$ cat src/rtl/backdoor_spi_pkg.sv
// Shared types and default widths for the backdoor bus controller.
package backdoor_spi_pkg;

    localparam int BD_REG_ADDR_W     = 4;
    localparam int BD_MOD_SEL_W      = 3;
    localparam int BD_ADDRESS_WIDTH  = 8;
    localparam int BD_DATA_WIDTH     = 32;
    localparam int BD_NUM_MODULES    = 8;
    localparam int BD_TIMEOUT_CYCLES = 16;

    typedef enum logic [2:0] {
        ST_IDLE,
        ST_WAIT_DATA,
        ST_RD_REQ,
        ST_WR_REQ,
        ST_DONE
    } bd_state_e;

endpackage

$ cat src/rtl/backdoor_bus_timeout.sv
// Request watchdog: counts cycles without ack and flags expiry at LIMIT.
module backdoor_bus_timeout #(
    parameter int LIMIT = 16
) (
    input  logic clk,
    input  logic rst_n,
    input  logic clear,
    input  logic enable,
    output logic expired
);

    localparam int CNT_W = $clog2(LIMIT + 1);

    logic [CNT_W-1:0] count;

    assign expired = (count == CNT_W'(LIMIT));

    always_ff @(posedge clk) begin
        if (!rst_n) begin
            count <= '0;
        end else if (clear) begin
            count <= '0;
        end else if (enable && !expired) begin
            count <= count + 1'b1;
        end
    end

endmodule

$ cat src/rtl/backdoor_bus_ctrl.sv
// Backdoor SPI to submodule bus sequencer: one read or write per SPI frame.
// Optional ack watchdog enabled by defining BACKDOOR_BUS_CTRL_TIMEOUT_EN.
module backdoor_bus_ctrl
    import backdoor_spi_pkg::*;
#(
    parameter int ADDRESS_WIDTH  = BD_ADDRESS_WIDTH,
    parameter int DATA_WIDTH     = BD_DATA_WIDTH,
    parameter int NUM_MODULES    = BD_NUM_MODULES,
    parameter int TIMEOUT_CYCLES = BD_TIMEOUT_CYCLES
) (
    input  logic                              i_SYSCLK,
    input  logic                              i_RST_N,
    input  logic                              i_ADDR_VALID,
    input  logic                              i_READ,
    input  logic [ADDRESS_WIDTH-2:0]          i_ADDR,
    input  logic [DATA_WIDTH-1:0]             i_DATA_IN,
    input  logic                              i_DOUT_VALID,
    input  logic [NUM_MODULES-1:0]            i_MOD_ACK,
    input  logic [NUM_MODULES*DATA_WIDTH-1:0] i_MOD_RDATA,
    output logic [NUM_MODULES-1:0]            o_MOD_SEL,
    output logic                              o_RD_EN,
    output logic                              o_WR_EN,
    output logic [BD_REG_ADDR_W-1:0]          o_REG_ADDR,
    output logic [DATA_WIDTH-1:0]             o_WDATA,
    output logic [DATA_WIDTH-1:0]             o_DATA_OUT,
    output logic                              o_BUSY,
    output logic                              o_ERR
);

    localparam int SEL_SPAN = 1 << BD_MOD_SEL_W;

    bd_state_e               state, next_state;
    logic                    valid_q;
    logic [BD_MOD_SEL_W-1:0] mod_idx;
    logic [SEL_SPAN-1:0]     ack_ext;
    logic                    ack_hit, timeout, capture, bad_mod, in_req;
    logic [DATA_WIDTH-1:0]   rdata_sel;

    assign in_req  = (state == ST_RD_REQ) || (state == ST_WR_REQ);
    assign capture = (state == ST_IDLE) && i_ADDR_VALID && !valid_q;
    assign bad_mod = int'(i_ADDR[BD_MOD_SEL_W-1:0]) >= NUM_MODULES;
    assign o_BUSY  = (state != ST_IDLE);

    // Widen the ack vector so the 3-bit index is always in range.
    always_comb begin
        ack_ext = '0;
        ack_ext[NUM_MODULES-1:0] = i_MOD_ACK;
        ack_hit = ack_ext[mod_idx];
        rdata_sel = '0;
        o_MOD_SEL = '0;
        for (int unsigned k = 0; k < NUM_MODULES; k++) begin
            if (mod_idx == BD_MOD_SEL_W'(k)) begin
                rdata_sel    = i_MOD_RDATA[k*DATA_WIDTH +: DATA_WIDTH];
                o_MOD_SEL[k] = o_RD_EN || o_WR_EN;
            end
        end
    end

`ifdef BACKDOOR_BUS_CTRL_TIMEOUT_EN
    backdoor_bus_timeout #(
        .LIMIT(TIMEOUT_CYCLES)
    ) u_timeout (
        .clk    (i_SYSCLK),
        .rst_n  (i_RST_N),
        .clear  (!in_req),
        .enable (in_req && !ack_hit),
        .expired(timeout)
    );
`else
    assign timeout = 1'b0;
`endif

    always_ff @(posedge i_SYSCLK) begin
        if (!i_RST_N) state <= ST_IDLE;
        else          state <= next_state;
    end

    // Ack outranks timeout and abort; abort only matters once nothing else fired.
    always_comb begin
        next_state = state;
        unique case (state)
            ST_IDLE: begin
                if (capture) begin
                    if (bad_mod)     next_state = ST_DONE;
                    else if (i_READ) next_state = ST_RD_REQ;
                    else             next_state = ST_WAIT_DATA;
                end
            end
            ST_WAIT_DATA: begin
                if (!i_ADDR_VALID)     next_state = ST_IDLE;
                else if (i_DOUT_VALID) next_state = ST_WR_REQ;
            end
            ST_RD_REQ, ST_WR_REQ: begin
                if (ack_hit || timeout) next_state = ST_DONE;
                else if (!i_ADDR_VALID) next_state = ST_IDLE;
            end
            ST_DONE: begin
                if (!i_ADDR_VALID) next_state = ST_IDLE;
            end
            default: next_state = ST_IDLE;
        endcase
    end

    always_ff @(posedge i_SYSCLK) begin
        if (!i_RST_N) begin
            valid_q    <= 1'b0;
            mod_idx    <= '0;
            o_REG_ADDR <= '0;
            o_RD_EN    <= 1'b0;
            o_WR_EN    <= 1'b0;
            o_WDATA    <= '0;
            o_DATA_OUT <= '0;
            o_ERR      <= 1'b0;
        end else begin
            valid_q <= i_ADDR_VALID;
            // Requests track "still in the request state next cycle", giving a one-cycle lag.
            o_RD_EN <= (state == ST_RD_REQ) && (next_state == ST_RD_REQ);
            o_WR_EN <= (state == ST_WR_REQ) && (next_state == ST_WR_REQ);
            if (capture) begin
                o_REG_ADDR <= i_ADDR[BD_MOD_SEL_W +: BD_REG_ADDR_W];
                mod_idx    <= i_ADDR[BD_MOD_SEL_W-1:0];
                o_ERR      <= bad_mod;
                if (bad_mod) o_DATA_OUT <= '0;
            end
            if ((state == ST_WAIT_DATA) && (next_state == ST_WR_REQ)) begin
                o_WDATA <= i_DATA_IN;
            end
            if ((state == ST_RD_REQ) && ack_hit) begin
                o_DATA_OUT <= rdata_sel;
            end else if (in_req && !ack_hit && timeout) begin
                o_ERR <= 1'b1;
                if (state == ST_RD_REQ) o_DATA_OUT <= '0;
            end
        end
    end

endmodule

$ cat config.mk
export PLATFORM = sky130hd
export DESIGN_NAME = backdoor_bus_ctrl
export DESIGN_NICKNAME = d
export VERILOG_FILES = /design/src/rtl/backdoor_spi_pkg.sv /design/src/rtl/backdoor_bus_timeout.sv /design/src/rtl/backdoor_bus_ctrl.sv
export SDC_FILE = /design/constraint.sdc
export NUM_CORES = 1
export LEC_CHECK = 0
export BUFFER_PORTS_ARGS = -buffer_cell sky130_fd_sc_hd__buf_2
export CAP_MARGIN = 0
export CORE_AREA = 2 2 151 153
export DETAILED_ROUTE_END_ITERATION = 10
export DIE_AREA = 0 0 153 155
export GPL_ROUTABILITY_DRIVEN = 1
export PLACE_DENSITY = 0.6
export SYNTH_ARGS = -nofsm -noshare
export SYNTH_HDL_FRONTEND = slang
export SYNTH_HIERARCHICAL = 1
export SYNTH_SLANG_ARGS = --single-unit
$ cat constraint.sdc
create_clock -name i_SYSCLK -period 3.8 [get_ports i_SYSCLK]
set_input_delay 0.57 -clock i_SYSCLK [delete_from_list [all_inputs] [get_ports i_SYSCLK]]
set_output_delay 0.57 -clock i_SYSCLK [all_outputs]
set_load 0.1 [all_outputs]
==> metrics.md, run 1 <==
| Metric | Value |
|---|---|
| Top Ports | `~390` |
| Crit path launch | `mod_idx[2]$_SDFFE_PN0P_` |
| Switching share of power | `around a third` |
| Detail Route Antenna Nets | `0` |
| PnR worst setup slack | `1.24 ns` |
| Vias per Instance | `between 4 and 5` |
| Layout cells sized above 1 | `52.0%` |
| Worst-Skew Late Latency | `approximately 0.34 ns` |
| Rel. slew slack | `between 20% and 30%` |
| Nets@finish | `roughly 1200` |
| CP max FO | `41` |
| Post-CTS setup buffer count | `0` |
| Vias post-DR | `between 5000 and 6000` |
| Worst path required time | `3.23 ns` |
| DP Area | `0.00700 sq mm` |
| Row count | `55` |
| Synthesized area per cell | `9.54 sq um` |
| Worst slack at placement | `between 1 and 1.5 ns` |
| Mapped Area | `around 0.005 sq mm` |
| Reg2reg setup slack | `approximately 1.5 ns` |
| Unique masters post-synth | `29` |
| Seq/Total Area, Yosys | `roughly a third` |
| CP Capture Point | `o_MOD_SEL[6]` |
| Yosys warning count | `6` |
| Ys async rst share | `0%` |
| Area leader, netlist | `dfxtp_1` |
| Final Core Density | `32.9%` |
| Max-cap violations | `0` |
| Final Hold Viols | `0` |
| Hold_buf cts | `0` |
| GRT overflow | `0` |
| Reg-to-reg startpoint | `mod_idx[2]$_SDFFE_PN0P_` |
| Mapped Cells | `roughly 500` |
| IO Port Bufs | `between 300 and 400` |
| #FFs+latches synth | `just under 80` |
| Number of H-tree levels | `3` |
| Pwr dens | `332 mW/mm^2` |
| Vias in the first global route | `5341` |
| Crit start category | `flip-flop` |
| CTS max path bufs | `2` |
| Initial Util | `21.9%` |
| Top-count cell post-synth | `mux2i_1` |
| Sinks on Clock Net | `slightly below 80` |
| RSZ-0062 raised after global routing | `no` |
| Routed Wire Length | `roughly 19000 microns` |
| Synth Net Count | `roughly 820` |
| Crit end category | `output port` |
| Reg2reg path depth | `4` |
| Number of DRC markers in iteration 0 | `between 200 and 250` |
| Fin Hold WS | `0.450 ns` |
| Post-cts resize count | `0` |
| CTS Buf Count | `9` |
| Status | `complete, no violations` |
| Post-synth EDFFs | `0` |
| CTS tree | `built` |
| HP Class | `reg -> reg` |
| Synth area leaders | `dfxtp_1 (32%), mux2i_1 (22%), mux4_2 (15%)` |
| # DRC | `0` |
| Post-route cell area | `0.00731 sq mm` |
| Core area | `approximately 0.022 sq mm` |
| R2R Path End | `o_DATA_OUT[22]$_SDFFE_PN0P_` |
| Final setup fails | `0` |
| First-pass GRT wire length | `a little under 30000 microns` |
| Part of the cycle the worst path needs | `about two thirds` |
| Clock Root Buffer | `clkbuf_16` |
| Peak supply drop | `between 150 and 200 uV` |
| Largest net degree at the start of global routing | `86` |
| Combinational share of power | `26.7%` |
| Chip height | `155 microns` |
| Least-Margin Pin Slew | `around 1.1 ns` |
| Worst path arrival time | `1.99 ns` |
| Crit Path Class | `reg -> out` |
| Fmax | `between 300 and 400 MHz` |
| WL/cell | `16.2 microns` |
| Top-area cell type share of the netlist area | `about a third` |
| P_leak | `between 3 and 4 nW` |
| Clock group share of total power | `around 38%` |
| Total negative slack | `0 ns` |
| Initial antenna violation count | `2` |
| Internal | `about 1.6 mW` |
| Die area | `around 0.024 sq mm` |
| Number of iterations in the first detailed-routing pass | `4` |
| Final HPWL from detailed placement | `roughly 15000 microns` |
| Final Max Slew Viols | `0` |
| GPL Wtd Cong | `0.827` |
| Most frequent cells after synthesis | `mux2i_1 (107), nand2_1 (100), dfxtp_1 (77)` |
| Clk_skew | `roughly 0.0054 ns` |
| Area Overhead vs Synth | `50.1%` |
| Crit path time final | `2.56 ns` |
| Ys flop type | `dfxtp_1` |
| Overall die width | `approximately 150 microns` |
| Sequential share of power | `35.6%` |
| Switching pwr | `0.792 mW` |
| GRT Util Overall | `15.4%` |
| Clock transition at the registers of the reported paths | `~0.07 ns` |
-- power by group through the flow --
stage | Clock [mW] | Sequential (mW) | Combinational [mW]
floorplan | 0 | 0.997 | 0.305
global placement | 0 | 0.881 | 0.651
detailed placement | 0 | 0.883 | 0.655
CTS | 0.966 | 0.864 | 0.656
global route | 0.988 | 0.867 | 0.696
finish | 0.915 | 0.863 | 0.648
-- routing by layer --
layer  vias up  track usage, %  share of wire, %  routed length, microns
met4         2            4.06               1.5                     279
met1      2415            17.9                40                    7490
met3        18            3.84               6.5                    1210
met5         -               0             0.037                       7
li1       2584               -                 -                       -
met2       220            28.3                52                    9690
-- worst min path at each step --
stage	from	depth (start not counted)	end
2_1_floorplan	state[2]$_SDFF_PN0_	2	state[2]$_SDFF_PN0_
3_3_place_gp	o_WDATA[4]$_SDFFE_PN0P_	2	o_WDATA[4]$_SDFFE_PN0P_
3_5_place_dp	o_WDATA[30]$_SDFFE_PN0P_	2	o_WDATA[30]$_SDFFE_PN0P_
4_1_cts	i_DATA_IN[22]	3	o_WDATA[22]$_SDFFE_PN0P_
5_1_grt	o_WDATA[30]$_SDFFE_PN0P_	2	o_WDATA[30]$_SDFFE_PN0P_
6_report	o_WDATA[30]$_SDFFE_PN0P_	2	o_WDATA[30]$_SDFFE_PN0P_
-- cell families (layout without fill, tap and decap cells) --
family / Yosys count / after routing / share of synthesized area (%)
flip-flops: 77 / 77 / 31.6
multiplexers: 140 / 140 / 37.2
AND/OR/NAND/NOR: 135 / 135 / 11.8
other: 1 / 2 / 0.0769
AO/OA/AOI/OAI: 103 / 103 / 14.0
buffers and inverters: 55 / 411 / 5.31
-- per-stage QoR --
step	cells	power, mW
CTS	1152	2.49
finish	1153	2.43
detailed placement	1136	1.54
global placement	1136	1.53
floorplan	511	1.30
global route	1153	2.55
-- sequential cells by signal (all words and copies together) (netlist names) --
| register | count |
|---|---|
| o_DATA_OUT | 32 |
| state | 3 |
| valid_q | 1 |
| o_REG_ADDR | 4 |
| o_WDATA | 32 |
| o_RD_EN | 1 |
| mod_idx | 3 |
| o_WR_EN | 1 |
-- worst max-delay path: stages, from the launching register on --
cell	delay, ns
dfxtp_2	0.90
nand2b_1	0.17
nor2_1	0.14
buf_2	0.44
-- cells in the final DEF, fill, tap and decap left out, drive strengths merged, types with 2 or more instances in the layout --
cell	instances
a22oi	32
o21ai	2
dfxtp	77
nand2	100
or3	2
mux4	33
o211ai	32
a21oi	35
nor2b	2
o21bai	2
nor3	3
nand2b	3
clkbuf	9
inv	5
clkinv	2
nor2	17
mux2i	107
buf	393
and2	2
-- area by class of cell --
cell class | instances | area, sq um
inverter | 2 | 7.51
fill | 2373 | 14900
clock buffer | 9 | 225
tap | 285 | 357
multi-input combinational | 379 | 3100
sequential | 77 | 1550
clock inverter | 7 | 82.6
antenna | 1 | 2.50
timing repair buffer | 393 | 2000
Power figures use the tool's default switching activity.
==> run 2: changes to the inputs <==
--- a/config.mk
+++ b/config.mk
@@ -5,13 +5,14 @@
 export SDC_FILE = /design/constraint.sdc
 export NUM_CORES = 1
 export LEC_CHECK = 0
+export ABC_AREA = 1
 export BUFFER_PORTS_ARGS = -buffer_cell sky130_fd_sc_hd__buf_2
 export CAP_MARGIN = 0
-export CORE_AREA = 2 2 151 153
+export CORE_AREA = 2 2 152 154
 export DETAILED_ROUTE_END_ITERATION = 10
-export DIE_AREA = 0 0 153 155
+export DIE_AREA = 0 0 154 156
 export GPL_ROUTABILITY_DRIVEN = 1
-export PLACE_DENSITY = 0.6
+export PLACE_DENSITY = 0.63
 export SYNTH_ARGS = -nofsm -noshare
 export SYNTH_HDL_FRONTEND = slang
 export SYNTH_HIERARCHICAL = 1
==> constraint.sdc (replaced) <==
create_clock -name i_SYSCLK -period 2.19 [get_ports i_SYSCLK]
set_input_delay 0.3285 -clock i_SYSCLK [delete_from_list [all_inputs] [get_ports i_SYSCLK]]
set_output_delay 0.3285 -clock i_SYSCLK [all_outputs]
set_load 0.1 [all_outputs]
==> run 2 against run 1 <==
  * Power rose by 100%
  * Via count up 40%
  * Setup slack worse by 1.1 ns
  * Hold slack got worse by 0.22 ns
  * Clock skew rose by 0.0030 ns
  * Synthesized cell count rose by 77%
  * Sequential cell count unchanged
  * Final cell count increased by 34%
  * Non-clock buffer count is 17 higher
  * Sequential power is 77% higher
==> metrics.md, run 2 <==
| Metric | Value |
|---|---|
| Status | `complete, no violations (unchanged)` |
| Seq/Total Area, Yosys | `29.3% (was 31.6%)` |
| First-pass GRT wire length | `38000 microns (was 28900 microns)` |
| P_leak | `4.28 nW (was 3.15 nW)` |
| Worst path arrival time | `1.74 ns (was 1.99 ns)` |
| Max-cap violations | `0 (unchanged)` |
| Final HPWL from detailed placement | `19800 microns (was 14900 microns)` |
| Crit path max-delay cell type | `nor2_2 (was dfxtp_2)` |
| Least-Margin Pin Slew | `0.820 ns (was 1.14 ns)` |
| Number of iterations in the first detailed-routing pass | `5 (was 4)` |
| GPL Wtd Cong | `0.872 (was 0.827)` |
| Top Ports | `388 (unchanged)` |
| Clock Root Buffer | `clkbuf_16 (unchanged)` |
| Row count | `55 (unchanged)` |
| Worst slack at placement | `0.163 ns (was 1.41 ns)` |
| # DRC | `0 (unchanged)` |
| Vias per Instance | `4.73 (was 4.54)` |
| Layout cells sized above 1 | `35.7% (was 52.0%)` |
| Crit start category | `flip-flop (unchanged)` |
| PnR worst setup slack | `0.121 ns (was 1.24 ns)` |
| Final setup fails | `0 (unchanged)` |
| RSZ-0062 raised after global routing | `no (unchanged)` |
| #FFs+latches synth | `77 (unchanged)` |
| Multi-input logic area | `0.00306 sq mm (was 0.00310 sq mm)` |
| Part of the cycle the worst path needs | `between 90% and 100%` |
| Area leader, netlist | `dfxtp_1 (unchanged)` |
| Mapped Area | `0.00526 sq mm (was 0.00487 sq mm)` |
| Number of H-tree levels | `3 (unchanged)` |
| Crit path time final | `2.07 ns` |
| Mapped Cells | `903 (was 511)` |
| Clk_skew | `0.00838 ns (was 0.00542 ns)` |
| Routed Wire Length | `25800 microns (was 18700 microns)` |
| Rel. slew slack | `45.3% (was 24.3%)` |
| Sinks on Clock Net | `77 (unchanged)` |
| Antenna cells | `0 (was 1)` |
| Top-count cell post-synth | `nand2_1 (was mux2i_1)` |
| Worst-Skew Late Latency | `0.34 ns (about the same)` |
| Buffers & Inverters on Critical Path | `1 (unchanged)` |
| Clock transition at the registers of the reported paths | `0.07 ns (about the same)` |
| Nets@finish | `1566 (was 1170)` |
| Commonest non-fill, non-tap cell in the layout | `buf_2 (unchanged)` |
| WL/cell | `16.7 microns (was 16.2 microns)` |
| GRT Util Overall | `20.5% (was 15.4%)` |
| GRT overflow | `0 (unchanged)` |
| Leading registers by flop count | `o_DATA_OUT x32, o_WDATA x32, o_REG_ADDR x4 (unchanged)` |
| Initial Util | `23.5% (was 21.9%)` |
| IO Port Bufs | `386 (unchanged)` |
| Fin Hold WS | `0.233 ns (was 0.450 ns)` |
| Vias post-DR | `7320 (was 5239)` |
| Crit end category | `output port (unchanged)` |
| Synth Net Count | `1211 (was 819)` |
| Detail Route Antenna Nets | `0 (unchanged)` |
| Total negative slack | `0 ns (unchanged)` |
| CTS tree | `built (unchanged)` |
| Worst path required time | `1.86 ns (was 3.23 ns)` |
| Register area | `0.00156 sq mm (was 0.00155 sq mm)` |
| Final Hold Viols | `0 (unchanged)` |
| Post-synth EDFFs | `0 (unchanged)` |
| Post-CTS setup buffer count | `0 (unchanged)` |
| Most frequent cells in the layout | `buf_2 (379), nand2_1 (202), nor2_1 (140), inv_1 (109), nand3_1 (105) (was buf_2 (386), mux2i_1 (107), nand2_1 (100), dfxtp_1 (74), a21oi_1 (35))` |
| Synth area leaders | `dfxtp_1 (29%), nand2_1 (14%), nor2_1 (10%) (was dfxtp_1 (32%), mux2i_1 (22%), mux4_2 (15%))` |
| Fmax | `approximately 480 MHz` |
| Initial antenna violation count | `1 (was 2)` |
| Ys flop type | `dfxtp_1 (unchanged)` |
| Unique masters post-synth | `26 (was 29)` |
| Cell family with most CP delay | `simple AND/OR/NAND/NOR gates (was flip-flops)` |
| Yosys warning count | `6 (unchanged)` |
| HP Class | `in -> reg (was reg -> reg)` |
| Die area | `0.0240 sq mm (was 0.0237 sq mm)` |
| Vias in the first global route | `7051 (was 5341)` |
| Overall die width | `154 microns (was 153 microns)` |
| Core area | `0.0224 sq mm (was 0.0222 sq mm)` |
| Largest net degree at the start of global routing | `65 (was 86)` |
| Top-area cell type share of the netlist area | `29.3% (was 31.6%)` |
| Ys async rst share | `0% (unchanged)` |
| Peak supply drop | `401 uV (was 164 uV)` |
| Chip height | `156 microns (was 155 microns)` |
| Area Overhead vs Synth | `52.4% (was 50.1%)` |
| Synthesized area per cell | `5.82 sq um (was 9.54 sq um)` |
| Critical-path cell list | `nor2_2, nor4_4, buf_2 (was nand2b_1, nor2_1, buf_2)` |
| Pwr dens | `604 mW/mm^2 (was 332 mW/mm^2)` |
| CTS Buf Count | `9 (unchanged)` |
| CTS max path bufs | `2 (unchanged)` |
| Most frequent cells after synthesis | `nand2_1 (202), nor2_1 (143), inv_1 (109) (was mux2i_1 (107), nand2_1 (100), dfxtp_1 (77))` |
| Final Max Slew Viols | `0 (unchanged)` |
| Worst path max stage delay | `0.64 ns (was 0.90 ns)` |
| CP max FO | `8 (was 41)` |
| Fillers | `2499 (was 2373)` |
| Number of DRC markers in iteration 0 | `526 (was 244)` |
| Crit Path Class | `reg -> out (unchanged)` |
run 2: path summary, 6_finish.rpt:
path	start	endpoint	slack (ns)	cells past startpoint
setup reg to reg	mod_idx[0]$_SDFFE_PN0P_	o_DATA_OUT[29]$_SDFFE_PN0P_	0.30	9
setup / recovery	o_WR_EN$_SDFF_PN0_	o_MOD_SEL[0]	0.12	3
hold / removal	i_DATA_IN[28]	o_WDATA[28]$_SDFFE_PN0P_	0.23	3
hold reg to reg	o_WDATA[4]$_SDFFE_PN0P_	o_WDATA[4]$_SDFFE_PN0P_	0.48	2
run 2: kinds of logic after synthesis:
kind of cell / after synthesis / share of synthesized area [%]
other: 1 / 0.0713
buffers and inverters: 178 / 14.3
and+or+nand+nor: 533 / 45.4
AOI/OAI and AO/OA: 114 / 10.9
DFF: 77 / 29.3
run 2: worst register-to-register path, stage by stage, from the launching register on:
cell and delay (ns):
dfxtp_1 0.38, buf_4 0.25, nor2_4 0.08, a21oi_1 0.15
nand4_1 0.20, nand3_4 0.12, buf_4 0.35, nand2_1 0.11
nand2_1 0.07, a21oi_1 0.04
run 2: area by class of cell:
type	instances	area share [%]
clock buffers	10	2.98
clock inverters	6	0.875
inverters	112	5.34
multi-input cells	648	38.1
flip-flops and latches	77	19.4
well taps	285	4.45
repair buffers	410	28.8
run 2: through the flow:
stage / instances / instance area [sq um] / power, mW / util (%)
after floorplan: 903 / 5380 / 2.67 / -
after global placement: 1532 / 7700 / 3.29 / 34.4
after detailed placement: 1532 / 7700 / 3.30 / 34.4
after CTS: 1548 / 8010 / 4.90 / 35.8
after global routing: 1548 / 8010 / 5.10 / 35.8
final: 1548 / 8010 / 4.84 / 35.8
run 2: metal layers:
metal  track usage (%)  wire length (microns)  vias to the layer above
met3              5.33                   2230                       43
met5                 0                     11                        -
met2              36.6                  12700                      399
met4              7.83                    753                        2
met1              23.4                  10100                     3253
li1                  -                      -                     3623
run 2: what timing repair did:
action                                  in CTS  in global routing
endpoints found under the setup margin       2                  0
hold buffers                                 0                  0
gates resized for setup                      1                  0
run 2: power breakdown:
group          leakage, nW  internal (mW)  total (mW)  switching [mW]
combinational         3.51          0.538        1.74            1.20
sequential           0.628           1.46        1.53          0.0612
clock                0.142          0.923        1.58           0.656
total                 4.28           2.93        4.84            1.92
